===== src/rtl/axil_arb_pkg.sv =====
`default_nettype none
// ---------------------------------------------------------------------------
// axil_arb_pkg : shared FSM state encoding and AXI response codes
// Rev 1.0
// ---------------------------------------------------------------------------
package axil_arb_pkg;

  typedef enum logic [2:0] {
    IDLE    = 3'd0,
    WR_ADDR = 3'd1,
    WR_RESP = 3'd2,
    RD_ADDR = 3'd3,
    RD_DATA = 3'd4,
    DONE    = 3'd5
  } state_t;

  localparam logic [1:0] RESP_OKAY   = 2'b00;
  localparam logic [1:0] RESP_SLVERR = 2'b10;

endpackage
`default_nettype wire


===== src/rtl/rr_arbiter.sv =====
`default_nettype none
// ---------------------------------------------------------------------------
// rr_arbiter : round-robin pick of the first requester at/after the pointer
// Rev 1.0
// ---------------------------------------------------------------------------
module rr_arbiter #(
  parameter int NUM_REQ = 2,
  parameter int IDX_W   = (NUM_REQ > 1) ? $clog2(NUM_REQ) : 1
) (
  input  logic               aclk,
  input  logic               aclk_reset_n,
  input  logic [NUM_REQ-1:0] req,
  input  logic               en,
  output logic [NUM_REQ-1:0] grant,
  output logic [IDX_W-1:0]   grant_idx,
  output logic               grant_valid
);

  logic [IDX_W-1:0]   ptr;
  logic [NUM_REQ-1:0] masked;
  logic [NUM_REQ-1:0] pick_vec;

  // Requests at or above the pointer win; otherwise wrap to the lowest requester.
  always_comb begin
    masked    = '0;
    grant_idx = '0;
    for (int i = 0; i < NUM_REQ; i++) begin
      masked[i] = req[i] && (IDX_W'(i) >= ptr);
    end
    pick_vec = (|masked) ? masked : req;
    for (int i = NUM_REQ - 1; i >= 0; i--) begin
      if (pick_vec[i]) grant_idx = IDX_W'(i);
    end
    grant_valid = |req;
    grant       = grant_valid ? (NUM_REQ'(1) << grant_idx) : '0;
  end

  always_ff @(posedge aclk) begin
    if (!aclk_reset_n) begin
      ptr <= '0;
    end else if (en && grant_valid) begin
      ptr <= (grant_idx == IDX_W'(NUM_REQ - 1)) ? '0 : grant_idx + 1'b1;
    end
  end

endmodule
`default_nettype wire


===== src/rtl/axil_req_arbiter.sv =====
`default_nettype none
// ---------------------------------------------------------------------------
// axil_req_arbiter : shares one AXI-Lite master among NUM_REQ req/ack clients
// Rev 1.0
// ---------------------------------------------------------------------------
module axil_req_arbiter #(
  parameter int NUM_REQ    = 2,
  parameter int ADDR_WIDTH = 11,
  parameter int DATA_WIDTH = 32,
  parameter int TIMEOUT    = 255
) (
  input  logic                             aclk,
  input  logic                             aclk_reset_n,
  input  logic [NUM_REQ-1:0]               req,
  input  logic [NUM_REQ-1:0]               req_we,
  input  logic [NUM_REQ*ADDR_WIDTH-1:0]    req_addr,
  input  logic [NUM_REQ*DATA_WIDTH-1:0]    req_wdata,
  input  logic [NUM_REQ*DATA_WIDTH/8-1:0]  req_wstrb,
  output logic [NUM_REQ-1:0]               ack,
  output logic [DATA_WIDTH-1:0]            ack_rdata,
  output logic [1:0]                       ack_resp,
  output logic [ADDR_WIDTH-1:0]            m_awaddr,
  output logic [2:0]                       m_awprot,
  output logic                             m_awvalid,
  input  logic                             m_awready,
  output logic [DATA_WIDTH-1:0]            m_wdata,
  output logic [DATA_WIDTH/8-1:0]          m_wstrb,
  output logic                             m_wvalid,
  input  logic                             m_wready,
  input  logic [1:0]                       m_bresp,
  input  logic                             m_bvalid,
  output logic                             m_bready,
  output logic [ADDR_WIDTH-1:0]            m_araddr,
  output logic [2:0]                       m_arprot,
  output logic                             m_arvalid,
  input  logic                             m_arready,
  input  logic [DATA_WIDTH-1:0]            m_rdata,
  input  logic [1:0]                       m_rresp,
  input  logic                             m_rvalid,
  output logic                             m_rready,
  output logic                             busy,
  output logic                             timeout_err
);
  import axil_arb_pkg::*;

  localparam int IDX_W  = (NUM_REQ > 1) ? $clog2(NUM_REQ) : 1;
  localparam int STRB_W = DATA_WIDTH / 8;

  state_t              state;
  logic [ADDR_WIDTH-1:0] addr_q;
  logic [DATA_WIDTH-1:0] wdata_q;
  logic [STRB_W-1:0]   wstrb_q;
  logic [NUM_REQ-1:0]  grant_q;
  logic [15:0]         wd_cnt;

  logic [NUM_REQ-1:0]  arb_grant;
  logic [IDX_W-1:0]    arb_idx;
  logic                arb_valid;
  logic                waiting;
  logic                progress;
  logic                abort;

  rr_arbiter #(.NUM_REQ(NUM_REQ), .IDX_W(IDX_W)) u_rr (
    .aclk        (aclk),
    .aclk_reset_n(aclk_reset_n),
    .req         (req),
    .en          (state == IDLE),
    .grant       (arb_grant),
    .grant_idx   (arb_idx),
    .grant_valid (arb_valid)
  );

  // progress = the current wait state completes on this edge
  always_comb begin
    waiting  = 1'b1;
    progress = 1'b0;
    case (state)
      WR_ADDR: progress = (!m_awvalid || m_awready) && (!m_wvalid || m_wready);
      WR_RESP: progress = m_bvalid;
      RD_ADDR: progress = m_arready;
      RD_DATA: progress = m_rvalid;
      default: waiting  = 1'b0;
    endcase
    abort = waiting && !progress && (wd_cnt == 16'(TIMEOUT - 1));
  end

  always_ff @(posedge aclk) begin
    if (!aclk_reset_n) begin
      state       <= IDLE;
      addr_q      <= '0;
      wdata_q     <= '0;
      wstrb_q     <= '0;
      grant_q     <= '0;
      wd_cnt      <= '0;
      m_awvalid   <= 1'b0;
      m_wvalid    <= 1'b0;
      m_bready    <= 1'b0;
      m_arvalid   <= 1'b0;
      m_rready    <= 1'b0;
      ack         <= '0;
      ack_rdata   <= '0;
      ack_resp    <= RESP_OKAY;
      timeout_err <= 1'b0;
    end else begin
      if (waiting) wd_cnt <= progress ? 16'd0 : wd_cnt + 16'd1;
      case (state)
        IDLE: begin
          wd_cnt <= '0;
          if (arb_valid) begin
            addr_q  <= req_addr[arb_idx*ADDR_WIDTH +: ADDR_WIDTH];
            wdata_q <= req_wdata[arb_idx*DATA_WIDTH +: DATA_WIDTH];
            wstrb_q <= req_wstrb[arb_idx*STRB_W +: STRB_W];
            grant_q <= arb_grant;
            if (req_we[arb_idx]) begin
              m_awvalid <= 1'b1;
              m_wvalid  <= 1'b1;
              state     <= WR_ADDR;
            end else begin
              m_arvalid <= 1'b1;
              state     <= RD_ADDR;
            end
          end
        end
        WR_ADDR: begin
          if (m_awready) m_awvalid <= 1'b0;
          if (m_wready)  m_wvalid  <= 1'b0;
          if (progress) begin
            m_bready <= 1'b1;
            state    <= WR_RESP;
          end
        end
        WR_RESP: begin
          if (m_bvalid) begin
            m_bready  <= 1'b0;
            ack       <= grant_q;
            ack_resp  <= m_bresp;
            ack_rdata <= '0;
            state     <= DONE;
          end
        end
        RD_ADDR: begin
          if (m_arready) begin
            m_arvalid <= 1'b0;
            m_rready  <= 1'b1;
            state     <= RD_DATA;
          end
        end
        RD_DATA: begin
          if (m_rvalid) begin
            m_rready  <= 1'b0;
            ack       <= grant_q;
            ack_resp  <= m_rresp;
            ack_rdata <= m_rdata;
            state     <= DONE;
          end
        end
        DONE: begin
          ack   <= '0;
          state <= IDLE;
        end
        default: state <= IDLE;
      endcase
      // Watchdog abort overrides whatever the wait state decided above.
      if (abort) begin
        m_awvalid   <= 1'b0;
        m_wvalid    <= 1'b0;
        m_bready    <= 1'b0;
        m_arvalid   <= 1'b0;
        m_rready    <= 1'b0;
        timeout_err <= 1'b1;
        ack         <= grant_q;
        ack_resp    <= RESP_SLVERR;
        ack_rdata   <= '0;
        state       <= DONE;
      end
    end
  end

  always_ff @(posedge aclk) begin
    if (aclk_reset_n && (state != IDLE) && (state != DONE)) begin
      assert (|(req & grant_q))
        else $error("axil_req_arbiter: granted client dropped req before ack");
    end
  end

  assign m_awaddr = addr_q;
  assign m_araddr = addr_q;
  assign m_awprot = 3'b000;
  assign m_arprot = 3'b000;
  assign m_wdata  = wdata_q;
  assign m_wstrb  = wstrb_q;
  assign busy     = (state != IDLE);

endmodule
`default_nettype wire


===== config.mk =====
export PLATFORM = sky130hd
export DESIGN_NAME = axil_req_arbiter
export DESIGN_NICKNAME = d
export VERILOG_FILES = /design/src/rtl/axil_arb_pkg.sv /design/src/rtl/rr_arbiter.sv /design/src/rtl/axil_req_arbiter.sv
export SDC_FILE = /design/constraint.sdc
export NUM_CORES = 1
export LEC_CHECK = 0
export ABC_AREA = 1
export CAP_MARGIN = 0
export CORE_MARGIN = 2
export CORE_UTILIZATION = 31
export CTS_BUF_LIST = sky130_fd_sc_hd__clkbuf_4
export CTS_CLUSTER_DIAMETER = 80
export DETAILED_ROUTE_END_ITERATION = 7
export HOLD_SLACK_MARGIN = 0.05
export PLACE_DENSITY_LB_ADDON = 0.1
export SYNTH_ARGS = -nofsm -noshare
export SYNTH_HDL_FRONTEND = slang
export SYNTH_SLANG_ARGS = --single-unit

===== constraint.sdc =====
create_clock -name aclk -period 2.3 [get_ports aclk]
set_clock_uncertainty 0.15 [all_clocks]
set_input_delay 0.575 -clock aclk [delete_from_list [all_inputs] [get_ports aclk]]
set_output_delay 0.575 -clock aclk [all_outputs]
set_load 0.01 [all_outputs]

==> impl_metrics.yaml, run 1 <==
clocking:
  path_clk_slew_ns: 0.16
  numCtsBuffers: 9
  root_buffer: "clkbuf_4"
  insertion_delay_ns: 0.50
  cts.sinks: 110
  cts_tree: "built"
  cts_hold_buf: 0
  cts.path.max_buffers: 2
  htree_num_levels: 3
sta:
  tightest_slew_ns: 0.5903
  relSlewSlack_pct: 60.65
  setup_violations: 0
  post-route-period-util_pct: 95.85
  finalCriticalPeriod_ns: 2.205
  hold_viol_final: 0
  rsz0062_at_grt: "no"
  fmax_mhz: 453.6
  finalMaxSlewViolations: 0
  fin_tns_setup_ns: 0
grt:
  gr-total-overflow: 0
  track_usage_pct: 18.94
  met2_usage_pct: 32.96
  antenna_found_initial: 1
  first_global_vias: 5292
  grt_pass1_wl_um: 26860
  grtUsageMet1_pct: 21.89
  grt-busiest-layer: "met2"
  gr-usage-met3_pct: 6.878
  grt_max_degree: 52
synthesis:
  synth_area_um2: 5235
  async_flop_share_pct: 0
  avgSynthCellArea_um2: 7.251
  yosys_warnings: 0
  synth_top_area_share_pct: 42.07
  syn_inst: 722
  synth_top_flop_cell: "dfxtp_1"
  yosysTopAreaCell: "dfxtp_1"
  seq_area_frac_synth_pct: 42.07
  synth-seq-cells: 110
  synth-edff-count: 0
  synth.area.top_cells: "dfxtp_1, nand2_1, nand3_1, a31oi_1, a21oi_2"
  yosys.cell_types.count: 35
die:
  fp.dieW_um: 134.0
  rows: 47
  die_area_um2: 17940
  die_y_um: 134.0
  start_util_pct: 31.68
  coreArea_um2: 16520
  io_pins: 248
worst_setup_path:
  ff2ff_path_depth: 10
  crit_fanout: 5
  endpoint_kind: "primary output"
  rrSetupSlack_ns: 0.30
  path_cells: "inv_2 > nand2_4 > nor2_4 > inv_1 > dlygate4sd2_1"
  critical_path_class: "flip-flop to primary output"
  arrival_ns: 1.48
  critPathBufInv: 3
  max_stage_delay_ns: 0.39
  path_delay_family: "buffers and inverters"
  cp_slowest_cell: "dfxtp_4"
  r2r_end: "m_arvalid"
  r2r-start: "state[1]"
  crit_path_start_kind: "flip-flop"
  cp_data_required_time_ns: 1.57
detailed_routing:
  wl_per_cell_um: 14.64
  drc: 0
  drt-total-wl_um: 17250
  drt-initial-drc-count: 223
  dr.pass1.iters: 4
  via_per_inst: 4.602
  route.vias.total: 5421
  ant_nets: 0
placement:
  place_hpwl_um: 12770
  io_buffer_count: 241
  globalplace.congestion: 0.8317
  placed_area_um2: 7861
power:
  ir_drop_uv: 493.8
  p_per_area_nw_per_um2: 909.1
  leakagePower_nw: 2.931
worst_hold_path:
  holdCritStartpoint: "timeout_err"
  worstHoldPathType: "flip-flop to flip-flop"
  whs_endpoint: "timeout_err"
  hold-path-cell-count: 2
final_layout:
  area_delta_synth_final_pct: 52.92
  post-route-cell-area_um2: 8005
  fillers: 1631
  multi_input_area_um2: 2532
  regArea_um2: 2207
  layout.nets: 1095
  drive_gt1_share_pct: 9.718
run:
  cap_violations: 0
run_status:
  status: "completed"
-- routing by layer --
layer | share of wire (%) | vias up
met5 | 0 | -
met4 | 1.3 | 0
met3 | 8.4 | 14
met2 | 49 | 170
met1 | 41 | 2416
li1 | - | 2821
-- worst reg2reg max path, cell delays in order, from the launching register on --
cell and delay, ns:
dfxtp_4 0.39, buf_4 0.14, nor2_1 0.09, nand2_1 0.14
nand2_2 0.15, nor2_8 0.07, inv_2 0.19, nand3_4 0.14
nand2_2 0.10, buf_12 0.24, nor2_1 0.09
-- Yosys cell counts (2+ instances only) --
cell type,instances
a21oi_1,32
a21oi_2,20
a31oi_1,47
and2_1,2
buf_12,2
buf_2,10
buf_4,21
clkbuf_1,23
dfxtp_1,110
ha_1,2
inv_1,42
inv_2,5
nand2_1,215
nand2_2,5
nand2_4,2
nand3_1,101
nand3_2,2
nand4_1,14
nor2_1,40
nor2_2,2
nor2_8,3
nor3_1,4
o21ai_0,4
o21ai_2,2
xor2_1,2
-- layout by cell type (no fill, tap or decap), types with 14 or more instances in the layout --
cell             instances
nand3_1                101
nand2_1                215
inv_1                   42
a21oi_2                 20
nor2_1                  40
buf_4                   26
clkdlybuf4s50_1        239
dfxtp_1                108
nand4_1                 14
a21oi_1                 32
a31oi_1                 47
-- worst max-delay path by stage --
stage | depth (start not counted) | slack, ns | from | end
4_1_cts | 5 | 0.008 | state[0] | busy
5_1_grt | 5 | 0.007 | state[0] | busy
2_1_floorplan | 6 | 0.42 | state[1] | busy
3_3_place_gp | 10 | 0.03 | m_wready | ack_rdata[1]
3_5_place_dp | 10 | -0.00006 | m_wready | ack_rdata[23]
6_report | 5 | 0.1 | state[1] | busy
-- logic make-up after synthesis --
| kind of cell | share of synthesized area [%] |
|---|---|
| flops | 42.06 |
| compound gates | 13.03 |
| xor+xnor | 0.5020 |
| other cells | 0.07163 |
| simple gates | 33.70 |
| buf+inv | 10.16 |
| fa+ha+maj | 0.4779 |
-- power by group --
part	switching, mW	internal (mW)
Combinational	2.19	1.68
Sequential	0.242	2.27
Clock	0.669	0.231
-- sequential cells by signal, indices dropped and copies added (netlist names), 2 cells and up --
register	cells
ack_resp	2
m_araddr	11
ack_rdata	32
state	3
ack	2
m_wstrb	4
m_wdata	32
wd_cnt	16
-- per-stage QoR --
step	power [mW]	std cells	setup slack [ns]	hold WS [ns]	utilization, %
6_report	7.277	1178	0.09537	0.3145	48.44
5_1_grt	7.802	1178	0.007460	0.3372	48.44
4_1_cts	7.343	1174	0.007547	0.3218	48.28
3_5_place_dp	6.424	1158	-0.00006217	0.3010	47.57
3_3_place_gp	6.429	1158	0.02548	0.3005	47.57
2_1_floorplan	4.691	727	0.4208	0.2910	-
-- final cells by class --
type                    count  area share, %
clock buffers              10         0.9378
inverters                  49          2.360
flip-flops and latches    110          27.57
well taps                 220          3.439
repair buffers            271          33.54
diodes                      1        0.03126
clock inverters             6         0.4845
multi-input cells         511          31.63
-- timing repair --
action,4_1_cts,5_1_grt
setup endpoints to repair,2,1
buffers inserted,0,3
resized for setup,5,1
cloned,0,0
pin swaps,0,0
Note: power is estimated with default switching activity, not from simulation.
==> run 2: changes to the inputs <==
CORE_ASPECT_RATIO = 0.75   (was not set)
==> run 2 against run 1 <==
  * Register-to-register slack gained 0.05 ns
  * Critical path depth is the same
  * Critical endpoint unchanged
  * Largest cell class unchanged
  * Utilization shrank 0.20 points
  * Power grew 2.4%
  * Clock power grew 17%
  * Global-route usage shrank 1.0 points
==> impl_metrics.yaml, run 2 (synthesis gave the netlist of run 1 again) <==
power:
  p_sw_mw: 3.134
  pwr-share-clk_pct: 14.1
  ir_drop_uv: 467.7
  p_per_area_nw_per_um2: 926.4
  power_frac_seq_pct: 33.5
  leakagePower_nw: 2.941
  p_int_mw: 4.318
  comb_power_share_pct: 52.4
  swShare_pct: 42.05
grt:
  grt_max_degree: 52
  grt_pass1_wl_um: 26000
  gr-total-overflow: 0
  first_global_vias: 5092
  antenna_found_initial: 0
  track_usage_pct: 17.91
die:
  start_util_pct: 31.40
  fp.dieW_um: 154.1
  io_pins: 248
  die_area_um2: 17950
  rows: 41
  die_y_um: 116.5
  coreArea_um2: 16670
worst_setup_path:
  endpoint_kind: "primary output"
  path_delay_family: "flip-flops"
  cp_slowest_cell: "dfxtp_4"
  path_cells: "inv_4 > nand2_4 > nor2_4 > inv_1 > clkdlybuf4s15_1"
  arrival_ns: 1.46
  crit_path_start_kind: "flip-flop"
  critPathBufInv: 3
  crit_fanout: 6
  max_stage_delay_ns: 0.40
  critical_path_class: "flip-flop to primary output"
  cp_data_required_time_ns: 1.57
detailed_routing:
  drt-initial-drc-count: 240
  drc: 0
  dr.pass1.iters: 5
  ant_nets: 0
  via_per_inst: 4.656
  drt-total-wl_um: 16580
  route.vias.total: 5429
  wl_per_cell_um: 14.22
run:
  cap_violations: 0
sta:
  setup_violations: 0
  tightest_slew_ns: 0.5895
  finalMaxSlewViolations: 0
  fin_tns_setup_ns: 0
  hold_viol_final: 0
  post-route-period-util_pct: 95.19
  fmax_mhz: 456.8
  finalCriticalPeriod_ns: 2.189
  rsz0062_at_grt: "no"
  relSlewSlack_pct: 60.70
  hold_slack_ns: 0.3222
  finalWorstSetupSlack_ns: 0.1107
worst_hold_path:
  worstHoldPathType: "flip-flop to flip-flop"
clocking:
  insertion_delay_ns: 0.49
  cts_tree: "built"
  numCtsBuffers: 9
  path_clk_slew_ns: 0.17
  htree_num_levels: 3
  root_buffer: "clkbuf_4"
  cts.path.max_buffers: 2
  cts.sinks: 110
placement:
  io_buffer_count: 241
  globalplace.congestion: 0.8300
  place_hpwl_um: 11790
  place_ws_ns: -0.02574
  placed_area_um2: 7868
final_layout:
  area_delta_synth_final_pct: 53.66
  final_util_pct: 48.25
  fillers: 1695
  layout.nets: 1089
  post-route-cell-area_um2: 8044
  drive_gt1_share_pct: 9.148
  n_antenna_cell: 0
  multi_input_area_um2: 2532
  layout_common_cells: "clkdlybuf4s50_1, nand2_1, dfxtp_1"
  regArea_um2: 2210
  final_common_cell: "clkdlybuf4s50_1"
run_status:
  status: "completed"
[run 2: cell count changes in the layout (fill, tap and decap cells not counted)]
cell and delta:
inv_8 +1, clkdlybuf4s15_1 +1, buf_4 -10, clkbuf_4 -1, dfxtp_4 +1, bufinv_16 +1
clkinv_2 -3, inv_6 +1, dlymetal6s2s_1 +1, buf_12 +4, dlygate4sd2_1 -2, diode_2 -1
clkinvlp_4 +1, dfxtp_2 -1
[run 2: power groups by stage]
stage               Sequential, mW  Clock, mW  Combinational, mW
floorplan                     2.65          0               2.04
global placement              2.54          0               3.93
detailed placement            2.54          0               3.91
CTS                           2.52       1.10               3.91
global route                  2.55       1.18               4.27
finish                        2.50       1.05               3.90
[run 2: path summary, 6_finish.rpt]
kind	startpoint	to	slack [ns]	cells past startpoint
min reg2reg	timeout_err	timeout_err	0.32	2
min	timeout_err	timeout_err	0.32	2
max	state[0]	busy	0.11	5
max reg2reg	state[0]	m_wdata[9]	0.35	9
[run 2: worst register-to-register path, delay by kind of cell (launching register included)]
family / cells / cell delay (ns)
flip-flops: 1 / 0.40
AO/OA/AOI/OAI: 2 / 0.28
AND/OR/NAND/NOR: 4 / 0.44
buffers and inverters: 3 / 0.62
[run 2: per-stage QoR]
stage          power [mW]  cells
3_5_place_dp        6.444   1148
5_1_grt             7.994   1166
2_1_floorplan       4.691    727
6_report            7.452   1166
3_3_place_gp        6.469   1148
4_1_cts             7.533   1164
[run 2: what timing repair did]
| action | in CTS | in global routing |
|---|---|---|
| pin swaps | 0 | 0 |
| resized for setup | 5 | 3 |
| hold buffers | 0 | 0 |
| buffers inserted | 0 | 2 |
| setup endpoints to repair | 1 | 2 |
[run 2: layer usage]
layer  global-route usage [%]  part of all wire [%]
met1                    23.89                    48
met2                    28.07                    43
met3                    6.939                   8.1
met4                    2.991                  0.59
met5                        0                     0
[run 2: final cells by class]
| class | instances | share of cell area [%] |
|---|---|---|
| Multi-Input combinational cell | 511 | 31.48 |
| Inverter | 49 | 2.349 |
| Clock buffer | 9 | 0.8399 |
| Timing Repair Buffer | 265 | 33.50 |
| Tap cell | 215 | 3.344 |
| Sequential cell | 110 | 27.47 |
| Clock inverter | 7 | 1.011 |
